$ cat src/rtl/iq_gate_accumulator_pkg.sv
// rtl/iq_gate_accumulator_pkg.sv - shared encodings and helpers for the I/Q gate accumulator
package iq_gate_accumulator_pkg;

    localparam logic [1:0] freq8MHz = 2'd0;
    localparam logic [1:0] freq4MHz = 2'd1;
    localparam logic [1:0] freq2MHz = 2'd2;

    typedef enum logic {
        IDLE = 1'b0,
        GATE = 1'b1
    } gate_state_t;

    // Offset-binary word of `width` bits to a sign-extended 32-bit value.
    function automatic logic signed [31:0] offset_to_signed(input logic [31:0] raw, input int width);
        logic [31:0] flipped;
        flipped = (raw ^ (32'd1 << (width - 1))) << (32 - width);
        return $signed(flipped) >>> (32 - width);
    endfunction

endpackage

$ cat src/rtl/iq_gate_accumulator_sat.sv
// rtl/iq_gate_accumulator_sat.sv - signed saturating add/sub accumulator with sticky clip flag
module iq_sat_accumulator #(
    parameter int ACC_WIDTH = 24
) (
    input  logic                 coreClock,
    input  logic                 RESET_N,
    input  logic                 clear,
    input  logic                 load,
    input  logic                 en,
    input  logic                 sub,
    input  logic [ACC_WIDTH-1:0] x,
    output logic [ACC_WIDTH-1:0] acc,
    output logic                 sat
);

    localparam logic [ACC_WIDTH-1:0] ACC_MAX = {1'b0, {(ACC_WIDTH-1){1'b1}}};
    localparam logic [ACC_WIDTH-1:0] ACC_MIN = {1'b1, {(ACC_WIDTH-1){1'b0}}};

    logic [ACC_WIDTH:0]   sum;
    logic                 clip;
    logic [ACC_WIDTH-1:0] next_acc;

    // One guard bit: overflow shows as disagreement between the top two bits.
    always_comb begin
        sum      = sub ? ({acc[ACC_WIDTH-1], acc} - {x[ACC_WIDTH-1], x})
                       : ({acc[ACC_WIDTH-1], acc} + {x[ACC_WIDTH-1], x});
        clip     = sum[ACC_WIDTH] ^ sum[ACC_WIDTH-1];
        next_acc = clip ? (sum[ACC_WIDTH] ? ACC_MIN : ACC_MAX) : sum[ACC_WIDTH-1:0];
    end

    always_ff @(posedge coreClock or negedge RESET_N) begin
        if (!RESET_N) begin
            acc <= '0;
            sat <= 1'b0;
        end else if (clear) begin
            acc <= '0;
            sat <= 1'b0;
        end else if (load) begin
            acc <= x;
            sat <= 1'b0;
        end else if (en) begin
            acc <= next_acc;
            sat <= sat | clip;
        end
    end

endmodule

$ cat src/rtl/iq_gate_accumulator.sv
// rtl/iq_gate_accumulator.sv - per-gate quadrature I/Q accumulation with valid/ready result port
module iq_gate_accumulator
    import iq_gate_accumulator_pkg::*;
#(
    parameter int ADC_WIDTH = 10,
    parameter int ACC_WIDTH = 24,
    parameter int CNT_WIDTH = 16
) (
    input  logic                 coreClock,
    input  logic                 RESET_N,
    input  logic                 ENABLE,
    input  logic [1:0]           freq,
    input  logic                 RX_CLK,
    input  logic                 DEMOD_ON,
    input  logic                 RETRANSMIT,
    input  logic [ADC_WIDTH-1:0] ADC_DATA,
    output logic [ACC_WIDTH-1:0] OUT_I,
    output logic [ACC_WIDTH-1:0] OUT_Q,
    output logic [CNT_WIDTH-1:0] OUT_COUNT,
    output logic [CNT_WIDTH-1:0] OUT_PRI,
    output logic                 OUT_SAT,
    output logic                 OUT_VALID,
    input  logic                 OUT_READY,
    output logic                 OVERRUN
);

    gate_state_t          state_q, state_d;
    logic                 rx_d, demod_d;
    logic [1:0]           phase;
    logic [CNT_WIDTH-1:0] count, pri;
    logic                 strobe, demod_rise, demod_fall;
    logic                 gate_open, gate_take, publish;
    logic [ACC_WIDTH-1:0] sample_x, acc_i, acc_q;
    logic                 sat_i, sat_q;

    always_comb begin
        case (freq)
            freq8MHz: strobe = 1'b1;
            freq4MHz,
            freq2MHz: strobe = RX_CLK & ~rx_d;
            default:  strobe = RX_CLK & ~rx_d;
        endcase
    end

    assign demod_rise = DEMOD_ON & ~demod_d;
    assign demod_fall = ~DEMOD_ON & demod_d;
    assign sample_x   = ACC_WIDTH'(offset_to_signed(32'(ADC_DATA), ADC_WIDTH));

    always_comb begin
        state_d   = state_q;
        gate_open = 1'b0;
        gate_take = 1'b0;
        publish   = 1'b0;
        case (state_q)
            IDLE: begin
                if (ENABLE && demod_rise) begin
                    state_d   = GATE;
                    gate_open = 1'b1;
                end
            end
            GATE: begin
                if (!ENABLE) begin
                    state_d = IDLE;
                end else if (demod_fall) begin
                    state_d = IDLE;
                    publish = 1'b1;
                end else begin
                    gate_take = strobe & DEMOD_ON;
                end
            end
            default: state_d = IDLE;
        endcase
    end

    // A strobe on the opening cycle is phase 0, so I loads it directly.
    iq_sat_accumulator #(.ACC_WIDTH(ACC_WIDTH)) u_acc_i (
        .coreClock (coreClock),
        .RESET_N   (RESET_N),
        .clear     (gate_open & ~strobe),
        .load      (gate_open & strobe),
        .en        (gate_take & ~phase[0]),
        .sub       (phase[1]),
        .x         (sample_x),
        .acc       (acc_i),
        .sat       (sat_i)
    );

    iq_sat_accumulator #(.ACC_WIDTH(ACC_WIDTH)) u_acc_q (
        .coreClock (coreClock),
        .RESET_N   (RESET_N),
        .clear     (gate_open),
        .load      (1'b0),
        .en        (gate_take & phase[0]),
        .sub       (phase[1]),
        .x         (sample_x),
        .acc       (acc_q),
        .sat       (sat_q)
    );

    always_ff @(posedge coreClock or negedge RESET_N) begin
        if (!RESET_N) begin
            state_q <= IDLE;
            rx_d    <= 1'b0;
            demod_d <= 1'b0;
            phase   <= 2'd0;
            count   <= '0;
            pri     <= '0;
        end else begin
            state_q <= state_d;
            rx_d    <= RX_CLK;
            demod_d <= DEMOD_ON;
            if (gate_open) begin
                phase <= strobe ? 2'd1 : 2'd0;
                count <= CNT_WIDTH'(strobe);
            end else if (gate_take) begin
                phase <= phase + 2'd1;
                if (~&count)
                    count <= count + 1'b1;
            end
            if (!ENABLE)
                pri <= '0;
            else if (RETRANSMIT)
                pri <= pri + 1'b1;
        end
    end

    // Ready in the publish cycle consumes the old result, so no overrun.
    always_ff @(posedge coreClock or negedge RESET_N) begin
        if (!RESET_N) begin
            OUT_I     <= '0;
            OUT_Q     <= '0;
            OUT_COUNT <= '0;
            OUT_PRI   <= '0;
            OUT_SAT   <= 1'b0;
            OUT_VALID <= 1'b0;
            OVERRUN   <= 1'b0;
        end else begin
            if (!ENABLE)
                OVERRUN <= 1'b0;
            if (publish) begin
                OUT_I     <= acc_i;
                OUT_Q     <= acc_q;
                OUT_COUNT <= count;
                OUT_PRI   <= pri;
                OUT_SAT   <= sat_i | sat_q;
                OUT_VALID <= 1'b1;
                if (OUT_VALID && !OUT_READY)
                    OVERRUN <= 1'b1;
            end else if (OUT_VALID && OUT_READY) begin
                OUT_VALID <= 1'b0;
            end
        end
    end

endmodule

$ cat config.mk
export PLATFORM = sky130hd
export DESIGN_NAME = iq_gate_accumulator
export DESIGN_NICKNAME = d
export VERILOG_FILES = /design/src/rtl/iq_gate_accumulator_pkg.sv /design/src/rtl/iq_gate_accumulator_sat.sv /design/src/rtl/iq_gate_accumulator.sv
export SDC_FILE = /design/constraint.sdc
export NUM_CORES = 1
export LEC_CHECK = 0
export ABC_CLOCK_PERIOD_IN_PS = 6640
export CORE_MARGIN = 2
export CORE_UTILIZATION = 35
export DETAILED_ROUTE_END_ITERATION = 16
export GPL_TIMING_DRIVEN = 1
export REMOVE_ABC_BUFFERS = 1
export SYNTH_ARGS = -nofsm -noshare
export SYNTH_HDL_FRONTEND = slang
export SYNTH_HIERARCHICAL = 1
export SYNTH_SLANG_ARGS = --single-unit
$ cat constraint.sdc
create_clock -name coreClock -period 6.64 [get_ports coreClock]
set_input_delay 1.328 -clock coreClock [delete_from_list [all_inputs] [get_ports coreClock]]
set_output_delay 1.328 -clock coreClock [all_outputs]
set_load 0.03 [all_outputs]
# After elaboration in Yosys (flattened, before gate mapping)

Cells that the tools add are included.

Logic and storage cells: 98
Input bits: 19
ROM bits: 0
Bits in writable memories: 0
Latch bits: 0
Memories: 0
Register bits after elaboration: 170

Add/sub/neg operators: 7
Reduce and logical (&&, ||, !) cells: 11
Shift-type cells: 0
Div/mod/pow operators: 0
Multiplexer cells: 41
Equal/unequal tests: 2
Bitwise operators: 20
$lt $le $gt $ge: 0
Multiply operators: 0

Operators by type and width:

| operator                | count |
|---|---|
| $mux W24                | 9 |
| $mux W16                | 5 |
| $add A24 B10 Y25        | 2 |
| $mux W25                | 2 |
| $sub A24 B10 Y25        | 2 |
| $add A16 B1 Y16 const B | 2 |
| $mux W1                 | 22 |
| $reduce_and A16 Y1      | 1 |
| $and A1 B1 Y1           | 8 |
| $not A1 Y1              | 7 |
| $reduce_bool A2 Y1      | 3 |
| $mux W2                 | 2 |
| $logic_and A1 B1 Y1     | 3 |
| $or A1 B1 Y1            | 3 |
| $reduce_bool A3 Y1      | 1 |
| $add A2 B1 Y2 const B   | 1 |
| $logic_not A2 Y1        | 1 |
| $ne A2 B1 Y1 const B    | 1 |
| $ne A2 B2 Y1 const B    | 1 |
| $pmux W1 S2             | 1 |
| $reduce_and A2 Y1       | 1 |
| $xor A1 B1 Y1           | 2 |
| $logic_not A1 Y1        | 1 |

# Depth between registers and ports, before layout

Word-level depth: 11
Depth in mapped cells: 19
Mapped depth without buffers: 17

# Hierarchy

Netlist, hierarchy kept.

Modules (own cells, without submodules):

| module                        | times used | seq. area each (um2) | cells an instance | area an instance (um2) |
|---|---|---|---|---|
| iq_gate_accumulator           | 1          | 3,002.9              | 392               | 4,999.8 |
| iq_sat_accumulator at u_acc_q | 1          | 625.6                | 411               | 3,288.2 |
| iq_sat_accumulator at u_acc_i | 1          | 625.6                | 389               | 3,016.6 |

# Least setup slack after synthesis

Ideal clock, no wire load.

Kind: input -> register
Start: in ADC_DATA[9]
End: reg u_acc_q.acc[13]
Setup time: 127 ps
Setup slack: -433 ps
Buffers on the path: 1
Arrival: 6,946 ps
Required time: 6,513 ps
Cell stages on the path: 16
Cell sequence: inv_1 nor3_1 and3_1 nor2b_1 a21oi_1 xnor2_1 ha_1 o21a_1 a2111oi_2 nor3_1 a221o_1 a21oi_2 xnor2_4 o311ai_4 buf_6 o21ai_0

Cells in the longest elaborated chain, start to end: 7
Elaborated cells on any way between the ends: 9
Classes of those cells: add/sub: 2; mux: 5; bitwise: 2

RTL lines:

| element                                                     | line                                                         | RTL |
|---|---|---|
| from (decl)                                                 | iq_gate_accumulator.sv:16                                    | `input logic [ADC_WIDTH-1:0] ADC_DATA,` |
| $not A1 Y1 (no line) (*)                                    | -                                                            |  |
| $add A24 B10 Y25 / $sub A24 B10 Y25 (equally long branches) | iq_gate_accumulator_sat.sv:26, iq_gate_accumulator_sat.sv:25 |  |
| $mux W25 (*)                                                | iq_gate_accumulator_sat.sv:25                                | `sum = sub ? ({acc[ACC_WIDTH-1], acc} - {x[ACC_WIDTH-1], x})` |
| $mux W24 / $xor A1 B1 Y1 (equally long branches)            | iq_gate_accumulator_sat.sv:28, iq_gate_accumulator_sat.sv:27 |  |
| $mux W24 (*)                                                | iq_gate_accumulator_sat.sv:28                                | `next_acc = clip ? (sum[ACC_WIDTH] ? ACC_MIN : ACC_MAX) : sum[ACC_WIDTH-1:0];` |
| $mux W24 (*)                                                | iq_gate_accumulator_sat.sv:41                                | `end else if (en) begin` |
| $mux W24 (*)                                                | iq_gate_accumulator_sat.sv:35                                | `end else if (clear) begin` |
| to (signal assigned)                                        | iq_gate_accumulator_sat.sv:42                                | `acc <= next_acc;` |
| to (decl)                                                   | iq_gate_accumulator_sat.sv:12                                | `output logic [ACC_WIDTH-1:0] acc,` |

Mark *: on every way between the ends. The rest lies on a longest branch, timed or not. The select of a mux whose other input is x is not followed.
A chain may end at the register's enable or synchronous reset.

# Final worst setup path

Start: in ADC_DATA[8]
End: reg u_acc_i.acc[17]

Cells in the longest elaborated chain, start to end: 7
Elaborated cells on any way between the ends: 9
Classes of those cells: add/sub: 2; mux: 6; bitwise: 1

RTL lines:

| element                                                     | line                                                         | RTL |
|---|---|---|
| $add A24 B10 Y25 / $sub A24 B10 Y25 (equally long branches) | iq_gate_accumulator_sat.sv:26, iq_gate_accumulator_sat.sv:25 |  |
| $mux W25 (*)                                                | iq_gate_accumulator_sat.sv:25                                |  |
| $mux W24 / $xor A1 B1 Y1 (equally long branches)            | iq_gate_accumulator_sat.sv:28, iq_gate_accumulator_sat.sv:27 |  |
| $mux W24 (*)                                                | iq_gate_accumulator_sat.sv:28                                |  |
| $mux W24 (*)                                                | iq_gate_accumulator_sat.sv:41                                |  |
| $mux W24 (*)                                                | iq_gate_accumulator_sat.sv:38                                | `end else if (load) begin` |
| $mux W24 (*)                                                | iq_gate_accumulator_sat.sv:35                                |  |
| to (signal assigned)                                        | iq_gate_accumulator_sat.sv:42                                |  |
| to (decl)                                                   | iq_gate_accumulator_sat.sv:12                                |  |

Marked as above.

==> results.ini <==
[run_status]
status=finished clean

[setup_path]
r2r_end=u_acc_q/acc[10]
critical_path.slowest_cell=or4_1
worstPathRequired_ps=6980
rrSetupSlack_ps=2030
max_stage_delay_ps=710
path_buf_inv=1
arrival_ps=6190
crit_type=input pin to flop
start_kind=input pin
crit_path_cell_trace=clkdlybuf4s50_1 -> or4_1 -> nor3_1 -> nand2_1 -> nor2_1 -> a31oi_1 -> xnor2_1 -> ha_1 -> nand2_1 -> o21ai_0 -> mux2i_1 -> o311ai_0 -> a211o_1 -> nor3_1 -> nor2_1 -> a222oi_1
end_kind=flop
reg2regPathDepth=12
rr_startpoint=phase[1]
path_delay_family=simple AND/OR/NAND/NOR gates
critPathMaxFanout=8

[detailed_routing]
vias_per_cell=5.524
vias=9501
first_pass_iters=5
wirelength_um=29930
drt_first_iter_violations=587
post_drt_wl_per_cell_um=17.40
drc=0
detail-route-antenna-nets=0

[timing]
worst_pin_slew_ps=1200
fmax_mhz=171.0
min_period_ps=5847
skew_ps=14.67
rsz0062_at_grt=no
slew_violations=0
fin_crit_sh_pct=88.06
hold_violations=0
timing.hold.ws_ps=487.4
finalSetupViolCount=0
slew_headroom_pct=19.99

[floorplanning]
design.portCount=102
rows=65
coreArea_mm2=0.03172
die_x_um=183.7
dieHeight_um=183.7
dieArea_mm2=0.03375
start_util_pct=35.64

[power]
p_seq_share_pct=28.2
power_density_mw_per_mm2=384.8
max-vdd-ir-drop_uv=200.1
fin_total_pwr_mw=5.204
p_clk_share_pct=19.8
power.switching_mw=2.223
leakagePower_nw=5.869
p_int_mw=2.981
p_sw_share_pct=42.72
power_frac_comb_pct=51.9

[synthesis]
synth-seq-cells=170
async_flop_share_pct=100.0
syn_inst=1192
yosys_warnings=6
syn_area_per_cell_um2=9.484
synth_cell_types=89
yosysSeqAreaShare_pct=37.63
synth_top_area_share_pct=37.63
synth-edff-count=0
yosysTopAreaCell=dfrtp_1
mappedNetlistArea_mm2=0.01130
ys.flop_type=dfrtp_1
ys_top_cells_by_area=dfrtp_1, mux2_2, ha_1

[clock_tree]
tritoncts=built
cts_buffers=17
cts_resized=0
cts_max_path_buffers=2
insertion_delay_ps=460
cts.clk_slew.worst_paths_ps=70
cts_root_buf=clkbuf_16
post_cts.repair.setup_buffers=0
cts_max_level=4
cts.sinks=170
holdBufCountCts=0

[global_route]
grt_antenna_before_repair=1
grt.total_usage_pct=18.42
overflow=0
grt_max_degree=67
grt_pass1_wl_um=49750
grt_pass1_vias=9560

[hold_path]
hold_start=OUT_PRI[12]
min_to=OUT_PRI[12]
whs_path_depth=2
min_path_type=flop to flop

[place]
numPortBuffers=101
placed_cells=1687
dp_hpwl_um=21190
gp_congestion=0.9053
dpl-instance-area_mm2=0.01293

[finish]
register_area_mm2=0.004254
fin_nets=1377
instances_no_fill=1720
multi_input_area_mm2=0.006719
drive_above_1_share_pct=14.73
post-route-cell-area_mm2=0.01352
n_fill_cell=3062
area_growth_pct=19.63
fin_util_pct=42.64

[run]
cap_violations=0

kinds of logic after synthesis:
logic type	share of synthesized area [%]
multiplexers	9.020
AO/OA/AOI/OAI	20.79
buffers and inverters	3.210
XOR/XNOR	7.050
adder cells (fa/ha/maj)	6.198
flip-flops	37.63
AND/OR/NAND/NOR	16.07
other	0.03317
power by group through the flow:
stage | Combinational [mW] | Clock, mW | Sequential (mW)
5_1_grt | 2.96 | 1.11 | 1.51
6_report | 2.70 | 1.03 | 1.47
2_1_floorplan | 1.71 | 0 | 1.65
3_5_place_dp | 2.67 | 0 | 1.49
3_3_place_gp | 2.65 | 0 | 1.49
4_1_cts | 2.69 | 1.07 | 1.47
synth_stat cells (8+ instances only):
master	n
dfrtp_1	170
nand2_1	101
nor2_1	96
a21oi_1	83
mux2_2	79
xnor2_1	69
ha_1	52
o21ai_0	51
inv_1	42
nor3_1	34
clkbuf_1	33
nand3_1	22
o22ai_1	20
a21o_1	19
nand2b_1	18
xor2_1	17
a211oi_1	14
a31oi_1	14
and2_1	14
o31ai_1	14
mux2i_1	13
a222oi_1	12
nand4_1	12
or3_1	12
o21a_1	11
nor2b_1	10
and3_1	9
o21ai_2	9
or4_1	8
worst max-delay path by stage:
stage          slack, ps              end  depth (start not counted)         from
2_1_floorplan       -850  u_acc_i/acc[10]                         15  ADC_DATA[9]
3_3_place_gp         440   u_acc_q/acc[2]                         18  ADC_DATA[0]
3_5_place_dp         400   u_acc_q/acc[2]                         17  ADC_DATA[0]
4_1_cts              870  u_acc_i/acc[17]                         16  ADC_DATA[8]
5_1_grt              470  u_acc_i/acc[17]                         16  ADC_DATA[8]
6_report             790  u_acc_i/acc[17]                         16  ADC_DATA[8]
metal layers:
metal	wire length (µm)	track usage, %
met4	574	6.080
met2	14140	30.40
met1	14020	24.52
met5	0	0
met3	1196	3.150
placed cells by master (no fill, tap or decap), drive strengths merged, types with 52 or more instances in the layout:
cell | synthesis | final
o21ai | 61 | 61
xnor2 | 70 | 70
clkdlybuf4s50 | 0 | 100
inv | 43 | 53
mux2 | 79 | 79
ha | 52 | 52
dfrtp | 170 | 170
nand2 | 101 | 101
nor2 | 97 | 97
a21oi | 86 | 86
tightest hold or removal path, cell delays in order, from the launching register on:
cell and delay [ps]:
dfrtp_1 350, nand2_1 40, o21ai_0 60
registers in the layout, summed over array words and instances, names as in the netlist:
signal and count:
u_acc_i/sat 1, OUT_Q 24, OUT_I 24, OUT_PRI 16
rx_d 1, OUT_SAT 1, demod_d 1, u_acc_i/acc 24
OUT_VALID 1, u_acc_q/acc 24, pri 16, OVERRUN 1
OUT_COUNT 16, phase 2, u_acc_q/sat 1, state_q 1
count 16
metrics by stage:
step / TNS (ps) / worst slack, ps
5_1_grt: 0 / 466.6
2_1_floorplan: -31700 / -853.5
3_5_place_dp: 0 / 396.2
6_report: 0 / 792.9
4_1_cts: 0 / 868.1
3_3_place_gp: 0 / 437.8
cell type report:
type	count	share of cell area [%]
Multi-Input combinational cell	935	49.68
Sequential cell	170	31.46
Timing Repair Buffer	135	9.464
Tap cell	402	3.719
Clock buffer	17	3.146
Inverter	45	1.267
Clock inverter	15	1.249
Antenna cell	1	0.01850
No activity file was read; power rests on OpenSTA's default activity.
